$ cat config.mk
export PLATFORM = sky130hd
export DESIGN_NAME = class_argmax
export DESIGN_NICKNAME = d
export VERILOG_FILES = /design/src/rtl/class_argmax_pkg.sv /design/src/rtl/class_argmax_cmp.sv /design/src/rtl/class_argmax.sv
export SDC_FILE = /design/constraint.sdc
export NUM_CORES = 1
export LEC_CHECK = 0
export CAP_MARGIN = 10
export CORE_MARGIN = 1
export CORE_UTILIZATION = 48
export DETAILED_ROUTE_END_ITERATION = 8
export PLACE_DENSITY = 0.71
export SLEW_MARGIN = 20
export SYNTH_ARGS = -nofsm -noshare
export SYNTH_HDL_FRONTEND = slang
export SYNTH_SLANG_ARGS = --single-unit
$ cat constraint.sdc
create_clock -name clock -period 9.8 [get_ports clock]
set_input_delay 1.96 -clock clock [delete_from_list [all_inputs] [get_ports clock]]
set_output_delay 1.96 -clock clock [all_outputs]
set_load 0.05 [all_outputs]
$ cat src/rtl/class_argmax_pkg.sv
// rtl/class_argmax_pkg.sv - shared FSM encodings for the class argmax block
package class_argmax_pkg;

    localparam logic [1:0] ST_IDLE = 2'd0;
    localparam logic [1:0] ST_SCAN = 2'd1;
    localparam logic [1:0] ST_DONE = 2'd2;

endpackage

$ cat src/rtl/class_argmax_cmp.sv
// rtl/class_argmax_cmp.sv - one step of the running top-two search over signed sums
module argmax_cmp #(
    parameter int SUM_WIDTH = 16,
    parameter int IDX_WIDTH = 6
) (
    input  logic signed [SUM_WIDTH-1:0] i_x,
    input  logic signed [SUM_WIDTH-1:0] i_best,
    input  logic signed [SUM_WIDTH-1:0] i_second,
    input  logic        [IDX_WIDTH-1:0] i_ptr,
    input  logic        [IDX_WIDTH-1:0] i_idx,
    output logic signed [SUM_WIDTH-1:0] o_best,
    output logic signed [SUM_WIDTH-1:0] o_second,
    output logic        [IDX_WIDTH-1:0] o_idx
);

    // Strict greater-than keeps the earlier index on ties.
    always_comb begin
        o_best   = i_best;
        o_second = i_second;
        o_idx    = i_idx;
        if (i_x > i_best) begin
            o_second = i_best;
            o_best   = i_x;
            o_idx    = i_ptr;
        end else if (i_x > i_second) begin
            o_second = i_x;
        end
    end

endmodule

$ cat src/rtl/class_argmax.sv
// rtl/class_argmax.sv - sequential argmax with score and winner margin over the network output sums
module class_argmax
    import class_argmax_pkg::*;
#(
    parameter int NUM_CLASSES = 4,
    parameter int SUM_WIDTH   = 16,
    parameter int IDX_WIDTH   = 6
) (
    input  logic                             clock,
    input  logic                             reset,
    input  logic                             product_rdy,
    input  logic [NUM_CLASSES*SUM_WIDTH-1:0] class_sums,
    output logic [IDX_WIDTH-1:0]             class_idx,
    output logic [SUM_WIDTH-1:0]             class_score,
    output logic [SUM_WIDTH-1:0]             class_margin,
    output logic                             result_valid,
    output logic                             busy,
    output logic                             overrun
);

    localparam logic [IDX_WIDTH-1:0] LAST_IDX = IDX_WIDTH'(NUM_CLASSES - 1);
    localparam logic [SUM_WIDTH-1:0] MOST_NEG = {1'b1, {(SUM_WIDTH-1){1'b0}}};

    logic [1:0]                      r_state;
    logic [IDX_WIDTH-1:0]            r_ptr;
    logic [NUM_CLASSES*SUM_WIDTH-1:0] r_cap;
    logic signed [SUM_WIDTH-1:0]     r_best;
    logic signed [SUM_WIDTH-1:0]     r_second;
    logic [IDX_WIDTH-1:0]            r_idx;
    logic [IDX_WIDTH-1:0]            r_class_idx;
    logic [SUM_WIDTH-1:0]            r_class_score;
    logic [SUM_WIDTH-1:0]            r_class_margin;
    logic                            r_result_valid;
    logic                            r_overrun;

    logic signed [SUM_WIDTH-1:0]     w_x;
    logic signed [SUM_WIDTH-1:0]     w_next_best;
    logic signed [SUM_WIDTH-1:0]     w_next_second;
    logic [IDX_WIDTH-1:0]            w_next_idx;
    logic [SUM_WIDTH-1:0]            w_margin;

    // Selects the captured sum addressed by the scan pointer.
    always_comb begin
        w_x = '0;
        for (int i = 0; i < NUM_CLASSES; i++) begin
            if (r_ptr == IDX_WIDTH'(i)) begin
                w_x = r_cap[i*SUM_WIDTH +: SUM_WIDTH];
            end
        end
    end

    argmax_cmp #(
        .SUM_WIDTH (SUM_WIDTH),
        .IDX_WIDTH (IDX_WIDTH)
    ) u_cmp (
        .i_x      (w_x),
        .i_best   (r_best),
        .i_second (r_second),
        .i_ptr    (r_ptr),
        .i_idx    (r_idx),
        .o_best   (w_next_best),
        .o_second (w_next_second),
        .o_idx    (w_next_idx)
    );

    // best >= second, so the one-bit-wider difference is non-negative and its
    // low SUM_WIDTH bits equal the modular SUM_WIDTH subtraction taken here.
    assign w_margin = r_best - r_second;

    always_ff @(posedge clock) begin
        if (!reset) begin
            r_state        <= ST_IDLE;
            r_ptr          <= '0;
            r_cap          <= '0;
            r_best         <= '0;
            r_second       <= '0;
            r_idx          <= '0;
            r_class_idx    <= '0;
            r_class_score  <= '0;
            r_class_margin <= '0;
            r_result_valid <= 1'b0;
            r_overrun      <= 1'b0;
        end else begin
            r_result_valid <= 1'b0;
            case (r_state)
                ST_IDLE: begin
                    if (product_rdy) begin
                        r_cap    <= class_sums;
                        r_best   <= class_sums[SUM_WIDTH-1:0];
                        r_second <= MOST_NEG;
                        r_idx    <= '0;
                        r_ptr    <= IDX_WIDTH'(1);
                        r_state  <= (NUM_CLASSES == 1) ? ST_DONE : ST_SCAN;
                    end
                end
                ST_SCAN: begin
                    r_best   <= w_next_best;
                    r_second <= w_next_second;
                    r_idx    <= w_next_idx;
                    if (r_ptr == LAST_IDX) begin
                        r_state <= ST_DONE;
                    end else begin
                        r_ptr <= r_ptr + IDX_WIDTH'(1);
                    end
                    if (product_rdy) begin
                        r_overrun <= 1'b1;
                    end
                end
                ST_DONE: begin
                    r_class_idx    <= r_idx;
                    r_class_score  <= r_best;
                    r_class_margin <= (NUM_CLASSES == 1) ? '0 : w_margin;
                    r_result_valid <= 1'b1;
                    r_state        <= ST_IDLE;
                    if (product_rdy) begin
                        r_overrun <= 1'b1;
                    end
                end
                default: begin
                    r_state <= ST_IDLE;
                end
            endcase
        end
    end

    assign class_idx    = r_class_idx;
    assign class_score  = r_class_score;
    assign class_margin = r_class_margin;
    assign result_valid = r_result_valid;
    assign busy         = (r_state != ST_IDLE);
    assign overrun      = r_overrun;

endmodule

Yosys cells after proc, flatten, opt, wreduce, memory -nomap -nowiden

Cells that the tools add are included.
Widths: inputs -> output; s select.

Bits in registers: 150
Input port bits: 67
Logic and storage cells: 57
Output and inout bits: 41

Mux-type cells: 21
Reduce and logical (&&, ||, !) cells: 11
Add/subtract/negate cells: 2
Order comparisons: 2
Eq/ne operators: 10

Operators with widths:

| kind                | count |
|---|---|
| $mux 16             | 9 |
| $pmux 16 s2         | 2 |
| $gt 16x16->1        | 2 |
| $mux 6              | 4 |
| $pmux 6 s2          | 2 |
| $sub 16x16->16      | 1 |
| $eq 6x2->1 const B  | 2 |
| $reduce_and 3->1    | 3 |
| $add 6x1->6 const B | 1 |
| $eq 6x1->1 const B  | 1 |
| $logic_not 6->1     | 1 |
| $ne 2x2->1 const B  | 3 |
| $reduce_and 2->1    | 3 |
| $mux 2              | 2 |
| $pmux 2 s2          | 1 |
| $reduce_bool 2->1   | 2 |
| $ne 3x1->1 const B  | 1 |
| $eq 2x1->1 const B  | 1 |
| $eq 2x2->1 const B  | 1 |
| $logic_not 2->1     | 1 |
| $ne 2x1->1 const B  | 1 |
| $reduce_or 2->1     | 1 |
| $mux 1              | 1 |

Depth between registers and ports, before layout

Gate-level depths: netlist of run 1.

Depth after elaboration: 9
Gate-level depth with buffers: 18
Gate-level depth less buffers: 14

By module

Synthesis of run 1 repeated with hierarchy kept, for this count alone.

Cell total of the unflattened synthesis: 1,028
Area, all modules: 8,722.1 sq um

Modules (own cells, without submodules):

| module       | area each (sq um) | cells each | times used |
|---|---|---|---|
| class_argmax | 7,170.6           | 832        | 1 |
| argmax_cmp   | 1,551.5           | 196        | 1 |

Worst setup path after synthesis of run 1

OpenSTA, ideal clock, no wires.

Kind: input to register
Start: in product_rdy
End: reg r_second[10]
Cell stages on the path: 8
Arrival time: 3,395 ps
Path slack: 6,335 ps
Path buffers: 1
Data required time: 9,730 ps
Path through: and2_1 a21oi_1 nor2_1 a31oi_4 o21ai_4 nor3b_4 buf_4 o2bb2ai_1

Longest elaborated chain between the ends: 2

Ends and longest elaborated chain:

| what                              | RTL line           | RTL |
|---|---|---|
| from (decl)                       | class_argmax.sv:11 | `input logic product_rdy,` |
| $ne 2x2->1 (no source line)       | -                  |  |
| $reduce_and 3->1 (no source line) | -                  |  |
| to (signal assigned)              | class_argmax.sv:98 | `r_second <= w_next_second;` |
| to (decl)                         | class_argmax.sv:28 | `logic signed [SUM_WIDTH-1:0] r_second;` |

No other way between the ends.
A chain may end at the register's enable or synchronous reset.

Worst setup path after layout of run 1

Start: reg r_ptr[3]
End: reg r_second[0]

Longest elaborated chain between the ends: 8

Ends and longest elaborated chain:

| what                                                             | RTL line               | RTL |
|---|---|---|
| from (decl)                                                      | class_argmax.sv:25     | `logic [IDX_WIDTH-1:0] r_ptr;` |
| from (signal assigned)                                           | class_argmax.sv:103    | `r_ptr <= r_ptr + IDX_WIDTH'(1);` |
| $logic_not 6->1                                                  | class_argmax.sv:46     | `if (r_ptr == IDX_WIDTH'(i)) begin` |
| $mux 16 (3 in a row)                                             | class_argmax.sv:46     |  |
| $mux 16 *                                                        | class_argmax.sv:46     |  |
| $gt 16x16->1 (tied with other cells)                             | class_argmax_cmp.sv:25 | `end else if (i_x > i_second) begin` |
| $ne 3x1->1 (no source line) or $mux 16 (tied branches)           | -                      |  |
| $reduce_and 3->1 (no source line) or $pmux 16 s2 (tied branches) | -                      |  |

Every way passes the cells marked *; elsewhere a longest branch is shown, timed or not. The select of a mux whose other input is x is not followed.

==> results_dict.tcl, run 1 <==
set metrics [dict create \
    seq_area_mm2 0.00300 \
    fin_skew_ps 8.44 \
    synth_top_family_by_area "compound AO/OA/AOI/OAI gates" \
    hp-start "r_second[12]" \
    max_freq_mhz 210 \
    cp.arrival_ps 5120 \
    multi_input_area_mm2 0.00464 \
    clkSinkCount 150 \
    worst_slew_pin_slew_ps 949 \
    ys_seq_area_share_pct 37.2 \
    start_util_pct 48.9 \
    grt_pass1_vias 6166 \
    place_hpwl_um 13700 \
    antenna_found_initial 0 \
    wirelength_um 19000 \
    clockBufferDepth 2 \
    startpoint_type "flop" \
    fin_crit_ps 4760 \
    rsz0062_at_grt "false" \
    port_buffers 107 \
    layout-drive-gt1-share_pct 7.47 \
    diodes 0 \
    maxCapViolCount 0 \
    first_pass_iters 5 \
    final_common_cell "nand2_1" \
    synthFlopType "dfxtp_1" \
    wl_per_cell_um 15.5 \
    vias 6549 \
    h-tree-depth 4 \
    die_w_um 132 \
    crit_type "flop to flop" \
    area_growth_pct 20.5 \
    fin_worst_hold_slack_ps 460 \
    grtUsageTotal_pct 22.5 \
    drtIter0Drc 473 \
    cts_resized 0 \
    synth_fp_nets 1039 \
    syn_area_mm2 0.00807 \
    synth_xor_area_share_pct 1.08 \
    hold_viol 0 \
    worstSkewPairLatency_ps 430 \
    cts_tree "done" \
    synth_adder_area_share_pct 8.77 \
    ioPinCount 108 \
    peakVddDrop_mv 0.155 \
    postSynth.asyncResetShare_pct 0 \
    grt_remaining_overflow 0 \
    synth_edf_count 0 \
    required_ps 10160 \
    netlist_instances 916 \
    synth-simple-area-share_pct 17.6 \
    power_density_mw_per_mm2 206 \
    core_area_mm2 0.0165 \
    r2r-start "r_ptr[3]" \
    synth_compound_area_share_pct 23.0 \
    hold_path_class "flop to flop" \
    setup_viol 0 \
    grt_pass1_wl_um 31000 \
    ctsHoldBuffers 0 \
    relSlewSlack_pct 36.7 \
    total_power_mw 2.00 \
    yosys_register_bits 150 \
    fillers 1483 \
    die-height_um 132 \
    grt_max_degree 82 \
    clk_pin_slew_ps 60 \
    dieArea_mm2 0.0173 \
    routed_via_density 5.35 \
    cts_buffers 17 \
    num-nets-final 1114 \
    ys_warn_count 0 \
    cts-root-buf "clkbuf_16" \
    rows 47 \
    synth_mux_area_share_pct 6.88 \
    syn_avg_cell_area_um2 8.81 \
    ys_types 74 \
    crit_fanout 16 \
    mostFrequentLayoutCells "177 x nand2_1, 150 x dfxtp_1, 106 x clkdlybuf4s50_1" \
    leakagePower_nw 3.64 \
    postCtsSetupBuffers 0 \
    place_area_mm2 0.00919 \
    slew_violations 0 \
    place_congestion 0.832 \
    final_design_area_no_fill_mm2 0.00973 \
    fin_crit_sh_pct 48.5 \
    tns_ps 0 \
    detail-route-antenna-nets 0 \
    cp-end-kind "flop" \
    cp-startpoint "r_ptr[3]" \
    drc_errors 0 \
    status "completed" \
]
layer usage:
layer / share of wire [%] / wire (µm) / vias up / GRT usage, %
met1: 51 / 9580 / 3025 / 31.0
met3: 3.5 / 669 / 24 / 4.82
li1: - / - / 3350 / -
met2: 44 / 8320 / 150 / 34.2
met4: 2.1 / 394 / 0 / 8.27
met5: 0 / 0 / - / 0
stage by stage:
stage / util, % / instances / setup slack [ps]
6_report: 58.9 / 1224 / 5040
2_1_floorplan: - / 916 / 6330
5_1_grt: 58.9 / 1224 / 4730
4_1_cts: 58.9 / 1224 / 5110
3_3_place_gp: 55.6 / 1192 / 4880
3_5_place_dp: 55.6 / 1192 / 4770
logic make-up (layout without fill, tap and decap cells):
family	Yosys count	count (layout)
and+or+nand+nor	300	300
AOI/OAI and AO/OA	246	246
adders and majority gates	56	56
muxes	55	55
DFF	150	150
buffers and inverters	99	187
xor gates and xnor gates	10	10
report_power, final:
part           switching, mW  internal, mW
Sequential            0.0505         0.656
Clock                  0.255         0.335
Combinational          0.404         0.306
cell usage after synthesis, drive strengths merged (7+ instances only):
cell type,number,area (µm²)
mux2i,54,541
ha,55,688
nor2b,34,213
a21boi,77,582
nand2,179,674
dfxtp,150,3000
o21ai,46,279
clkbuf,31,116
a21o,8,60.1
nor3,7,50.1
buf,27,170
nand4,7,50.1
a221o,15,150
o2bb2ai,15,138
a21oi,27,135
nand3,17,85.1
o22ai,15,93.8
and2,8,50.1
nand2b,12,75.1
nor2,22,82.6
o21a,9,67.6
inv,41,154
critical path, stage by stage, from the launching register on:
cell,delay [ps]
dfxtp_1,370
nor4_4,450
and3b_1,680
a221o_1,260
o21ai_0,80
o21ai_1,400
ha_1,330
nand4_1,180
a211oi_2,70
nor3_2,340
and3_4,280
o22a_1,770
mux2_4,360
o2bb2ai_2,100
registers in the layout, summed over array words and instances (netlist names), 2 cells and up:
name	cells
class_idx	6
r_ptr	6
r_cap	64
class_margin	16
r_state	2
r_second	16
r_idx	6
r_best	16
class_score	16
worst paths after layout:
path / to / slack, ps / cells after the start
max: r_second[0] / 5040 / 13
min: r_second[12] / 460 / 1
max reg2reg: r_second[0] / 5040 / 13
min reg2reg: r_second[12] / 460 / 1
cell type report:
cell class | count | share of cell area [%]
tap | 220 | 2.83
timing repair buffer | 114 | 11.5
inverter | 41 | 1.58
clock inverter | 12 | 0.823
clock buffer | 20 | 4.70
multi-input combinational | 667 | 47.7
sequential | 150 | 30.9
(Power assumes the default switching activity.)
==> run 2: changes to the inputs <==
Clock period 9.8 ns to 4.55 ns, I/O delays scaled along.
==> run 2 against run 1 <==
Non-clock buffer count increased by 7. Hold slack improved by 1.6 ps. First-iteration DRC count decreased by 23%. Largest cell class unchanged. Highest routed layer unchanged. Critical path depth increased by 1. Clock power increased by 150%. Wire length increased by 3.5%.
==> results_dict.tcl, run 2 (synthesis results as in run 1) <==
set metrics [dict create \
    peakVddDrop_mv 0.371 \
    core_area_mm2 0.0165 \
    antenna_found_initial 0 \
    hold_viol 0 \
    fin_crit_ps 4090 \
    ioPinCount 108 \
    power_density_mw_per_mm2 461 \
    tns_ps 0 \
    grt_pass1_wl_um 32800 \
    grt_pass1_vias 6378 \
    area_growth_pct 22.1 \
    drc_errors 0 \
    hold_path_class "flop to flop" \
    fin_skew_ps 11.0 \
    reg2reg_depth 14 \
    die-height_um 132 \
    place_hpwl_um 14100 \
    top_register "r_cap" \
    rsz0062_at_grt "false" \
    grt_remaining_overflow 0 \
    cp-end-kind "flop" \
    multi_input_area_mm2 0.00464 \
    final_common_cell "nand2_1" \
    crit_type "flop to flop" \
    place_congestion 0.849 \
    port_buffers 107 \
    seq_area_mm2 0.00300 \
    fin_crit_sh_pct 89.8 \
    clkSinkCount 150 \
    routed_via_density 5.45 \
    setup_viol 0 \
    dieArea_mm2 0.0173 \
    h-tree-depth 4 \
    cpPeakStageDelay_ps 620 \
    fillers 1455 \
    wirelength_um 19600 \
    first_pass_iters 5 \
    path_cells "nor4_4 > and3b_1 > a221o_1 > o21ai_0 > o21ai_1 > ha_1 > nand4_1 > a211oi_2 > nor3_2 > and3_4 > o22a_1 > buf_4 > mux2_4 > o2bb2ai_2" \
    leakagePower_nw 3.72 \
    start_util_pct 48.9 \
    cts_buffers 17 \
    ctsHoldBuffers 0 \
    worst_slew_pin_slew_ps 1040 \
    relSlewSlack_pct 30.9 \
    diodes 0 \
    die_w_um 132 \
    status "completed" \
    clockBufferDepth 2 \
    pre_cts_slack_ps 493 \
    crit_fanout 16 \
    cts-root-buf "clkbuf_16" \
    maxCapViolCount 0 \
    slew_violations 0 \
    drtIter0Drc 362 \
    vias 6703 \
    rows 47 \
    postCtsSetupBuffers 0 \
    layout-drive-gt1-share_pct 8.01 \
    crit_slowest_cell "and3b_1" \
    cp.arrival_ps 4450 \
    required_ps 4910 \
    worstHoldPathCells 1 \
    largest_reg_flops 64 \
    num-nets-final 1121 \
    fin_ws_ps 464 \
    mostFrequentLayoutCells "177 x nand2_1, 150 x dfxtp_1, 106 x clkdlybuf4s50_1" \
    clk_pin_slew_ps 60 \
    startpoint_type "flop" \
    wl_per_cell_um 15.9 \
    grtUsageTotal_pct 23.7 \
    cts_resized 0 \
    worstSkewPairLatency_ps 430 \
    detail-route-antenna-nets 0 \
    grt_max_degree 111 \
    cts_tree "done" \
    max_freq_mhz 245 \
]
run 2: through the flow:
stage          utilization (%)  hold slack (ps)  area (µm²)  std cells  power, mW
2_1_floorplan                -              432        8070        916       2.75
3_3_place_gp              55.9              445        9240       1199       3.07
3_5_place_dp              55.9              446        9240       1199       3.09
4_1_cts                   59.7              464        9860       1231       4.57
5_1_grt                   59.7              476        9860       1231       4.81
6_report                  59.7              462        9860       1231       4.55
run 2: power by group:
| part | internal [mW] | switching (mW) |
|---|---|---|
| Clock | 0.910 | 0.562 |
| Sequential | 1.41 | 0.113 |
| Combinational | 0.679 | 0.875 |
run 2: routing by layer:
metal | GRT usage, % | vias to the layer above | part of all wire, %
met3 | 4.36 | 27 | 4.4
met1 | 33.1 | 3126 | 49
met4 | 7.17 | 0 | 1.7
met2 | 36.7 | 181 | 45
li1 | - | 3369 | -
met5 | 0 | - | 0
run 2: area by class of cell:
class | count | area share (%)
Clock buffer | 22 | 4.81
Multi-Input combinational cell | 667 | 47.0
Tap cell | 220 | 2.79
Timing Repair Buffer | 121 | 11.9
Inverter | 41 | 1.56
Clock inverter | 10 | 1.47
Sequential cell | 150 | 30.4
run 2: worst paths after layout:
kind           startpoint      endpoint  slack, ps
min reg2reg  r_second[13]  r_second[13]        460
max              r_ptr[3]   r_second[0]        460
max reg2reg      r_ptr[3]   r_second[0]        460
min          r_second[13]  r_second[13]        460
run 2: critical path: cells and delay by family (launching register included):
kind                     cells  cell delay, ps
buffers and inverters        1             270
AO/OA/AOI/OAI                6             930
multiplexers                 1             330
flip-flops                   1             370
adder cells (fa/ha/maj)      1             320
AND/OR/NAND/NOR              5            1780
==> run 3: changes to the inputs <==
Settings changed: ABC_AREA from default to 1, MAX_ROUTING_LAYER from default to met4, SETUP_SLACK_MARGIN from default to 0.15.
==> run 3 against run 2 <==
Total power up 94%. Count of clock-buffer cells in the layout did not move. Clock power down 4%. Largest cell class unchanged. Final cell count increased by 24%. First-iteration DRC count is 68% higher. Critical path depth rose by 11. Worst setup slack improved by 55 ps.
==> results_dict.tcl, run 3 <==
set metrics [dict create \
    rows 47 \
    postLayoutCoreUtil_pct 60.0 \
    die_w_um 134 \
    num-nets-final 1419 \
    wl_per_cell_um 14.1 \
    cts-root-buf "clkbuf_16" \
    syn_avg_cell_area_um2 6.81 \
    synth_edf_count 0 \
    fin_skew_ps 9.36 \
    hold_path_class "flop to flop" \
    r2r-start "r_ptr[1]" \
    hp-start "r_cap[36]" \
    maxCapViolCount 0 \
    cts_buffers 17 \
    antenna_found_initial 0 \
    h-tree-depth 4 \
    area_growth_pct 21.1 \
    place_area_mm2 0.00947 \
    detail-route-antenna-nets 0 \
    fin_cells 1529 \
    drc_errors 0 \
    slew_violations 0 \
    largest_reg_flops 64 \
    reg2reg_to "r_idx[1]" \
    worstHoldPathCells 2 \
    fin_crit_sh_pct 88.6 \
    synth_fp_nets 1343 \
    yosysMostFrequentCell "nand2_1" \
    max_freq_mhz 248 \
    ctsHoldBuffers 0 \
    synthTopCellsByCount "221 x nand2_1, 193 x nor2_1, 150 x dfxtp_1" \
    final_common_cell "nand2_1" \
    relSlewSlack_pct 54.0 \
    netlist_instances 1220 \
    grt_pass1_wl_um 35200 \
    core_area_mm2 0.0168 \
    top_register "r_cap" \
    ys_types 43 \
    synthFlopType "dfxtp_1" \
    worst_slew_pin_slew_ps 691 \
    grtUsageTotal_pct 25.7 \
    first_pass_iters 6 \
    fin_ws_ps 519 \
    mostFrequentLayoutCells "221 x nand2_1, 193 x nor2_1, 150 x dfxtp_1" \
    status "completed" \
    pre_cts_slack_ps 610 \
    cp-end-kind "flop" \
    cts_tree "done" \
    postCtsSetupBuffers 0 \
    ys_seq_area_share_pct 36.2 \
    wirelength_um 21600 \
    clk_pin_slew_ps 60 \
    peakVddDrop_mv 0.455 \
    total_power_mw 8.81 \
    drtIter0Drc 609 \
    startpoint_type "flop" \
    fin_worst_hold_slack_ps 471 \
    whs_endpoint "r_cap[36]" \
    crit_fanout 41 \
    clkSinkCount 150 \
    power_density_mw_per_mm2 876 \
    tns_ps 0 \
    vias 7855 \
    yosys_register_bits 150 \
    layout-drive-gt1-share_pct 7.26 \
    synthTopCellsByArea "dfxtp_1 36%, nand2_1 10%, nor2_1 8.7%, ha_1 8.3%, a21oi_1 6.7%" \
    fin_crit_ps 4030 \
    synth.largest_area_cell "dfxtp_1" \
    reg2reg_depth 25 \
    dieArea_mm2 0.0178 \
    routed_via_density 5.14 \
    ys_warn_count 0 \
    setup_viol 0 \
    cp.arrival_ps 4360 \
    ioPinCount 108 \
    dp_cells 1497 \
    synth_top_area_share_pct 36.2 \
    postSynth.asyncResetShare_pct 0 \
    required_ps 4880 \
    grt_pass1_vias 7087 \
    clockBufferDepth 2 \
    grt_max_degree 67 \
    die-height_um 134 \
    place_hpwl_um 15800 \
    worstSkewPairLatency_ps 440 \
    grt_remaining_overflow 0 \
    rsz0062_at_grt "false" \
    hold_viol 0 \
    cts_resized 0 \
    crit_type "flop to flop" \
    final_design_area_no_fill_mm2 0.0101 \
    syn_area_mm2 0.00831 \
    place_congestion 0.892 \
    diodes 0 \
    leakagePower_nw 4.71 \
    reg2reg_setup_slack_ps 520 \
    port_buffers 107 \
    start_util_pct 49.6 \
]
-- run 3: cell types whose count changed after synthesis, sizes merged, moves of 14 or more --
cell	change
a21boi	-77
a21oi	+86
a221o	-15
inv	+106
mux2i	-54
nand2	+56
nand3	+59
nor2	+183
nor2b	-34
o21ai	+71
o22ai	-14
o2bb2ai	-15
-- run 3: worst max-delay path by stage --
stage,slack (ps),endpoint,depth (start not counted),from
2_1_floorplan,1390,r_best[0],24,r_ptr[1]
4_1_cts,570,r_idx[1],25,r_ptr[1]
5_1_grt,160,r_idx[1],25,r_ptr[1]
6_report,520,r_idx[1],25,r_ptr[1]
3_5_place_dp,610,r_idx[0],23,r_ptr[1]
3_3_place_gp,680,r_best[13],25,r_ptr[1]
-- run 3: power breakdown --
part           switching [mW]  total, mW  internal, mW
clock network           0.569       1.41         0.839
logic                    3.61       5.49          1.88
registers               0.212       1.91          1.70
total                    4.39       8.81          4.42
-- run 3: worst max-delay path, stage by stage (launching register included) --
cell and delay (ps):
dfxtp_1 350, inv_1 110, ha_1 150, clkinv_1 50, buf_4 170, nor2_2 210, nand2_2 180, inv_2 250
nand2_1 80, nand3_1 70, o211ai_1 90, nand2_1 180, ha_1 330, a21oi_1 180, o21ai_1 90, nor2_1 190
nand2_1 120, nand2_4 190, nand3_4 230, nand2_4 130, nand2_4 70, inv_2 70, buf_12 200, nand2_1 90
nand2_1 80, nor2_1 50
-- run 3: layout make-up --
type / instances / area, µm²
Multi-Input combinational cell: 859 / 4460
Inverter: 148 / 556
Clock inverter: 10 / 124
Fill cell: 1660 / 6700
Tap cell: 220 / 275
Clock buffer: 22 / 464
Timing Repair Buffer: 120 / 1180
Sequential cell: 150 / 3000
-- run 3: cells by family (layout without fill, tap and decap cells) --
kind of cell,after synthesis,count (layout),share of synthesized area (%)
AND/OR/NAND/NOR,545,545,28.5
AO/OA/AOI/OAI,248,248,15.5
XOR/XNOR,10,10,1.05
buffers and inverters,211,300,10.3
adder cells (fa/ha/maj),56,56,8.53
flip-flops,150,150,36.2
-- run 3: layer usage --
| metal | GRT usage (%) | up-vias | wire, µm |
|---|---|---|---|
| met5 | - | - | 0 |
| met4 | 8.59 | 0 | 384 |
| met3 | 4.38 | 26 | 1130 |
| met2 | 40.4 | 244 | 9940 |
| met1 | 33.3 | 3501 | 10100 |
| li1 | - | 4084 | - |
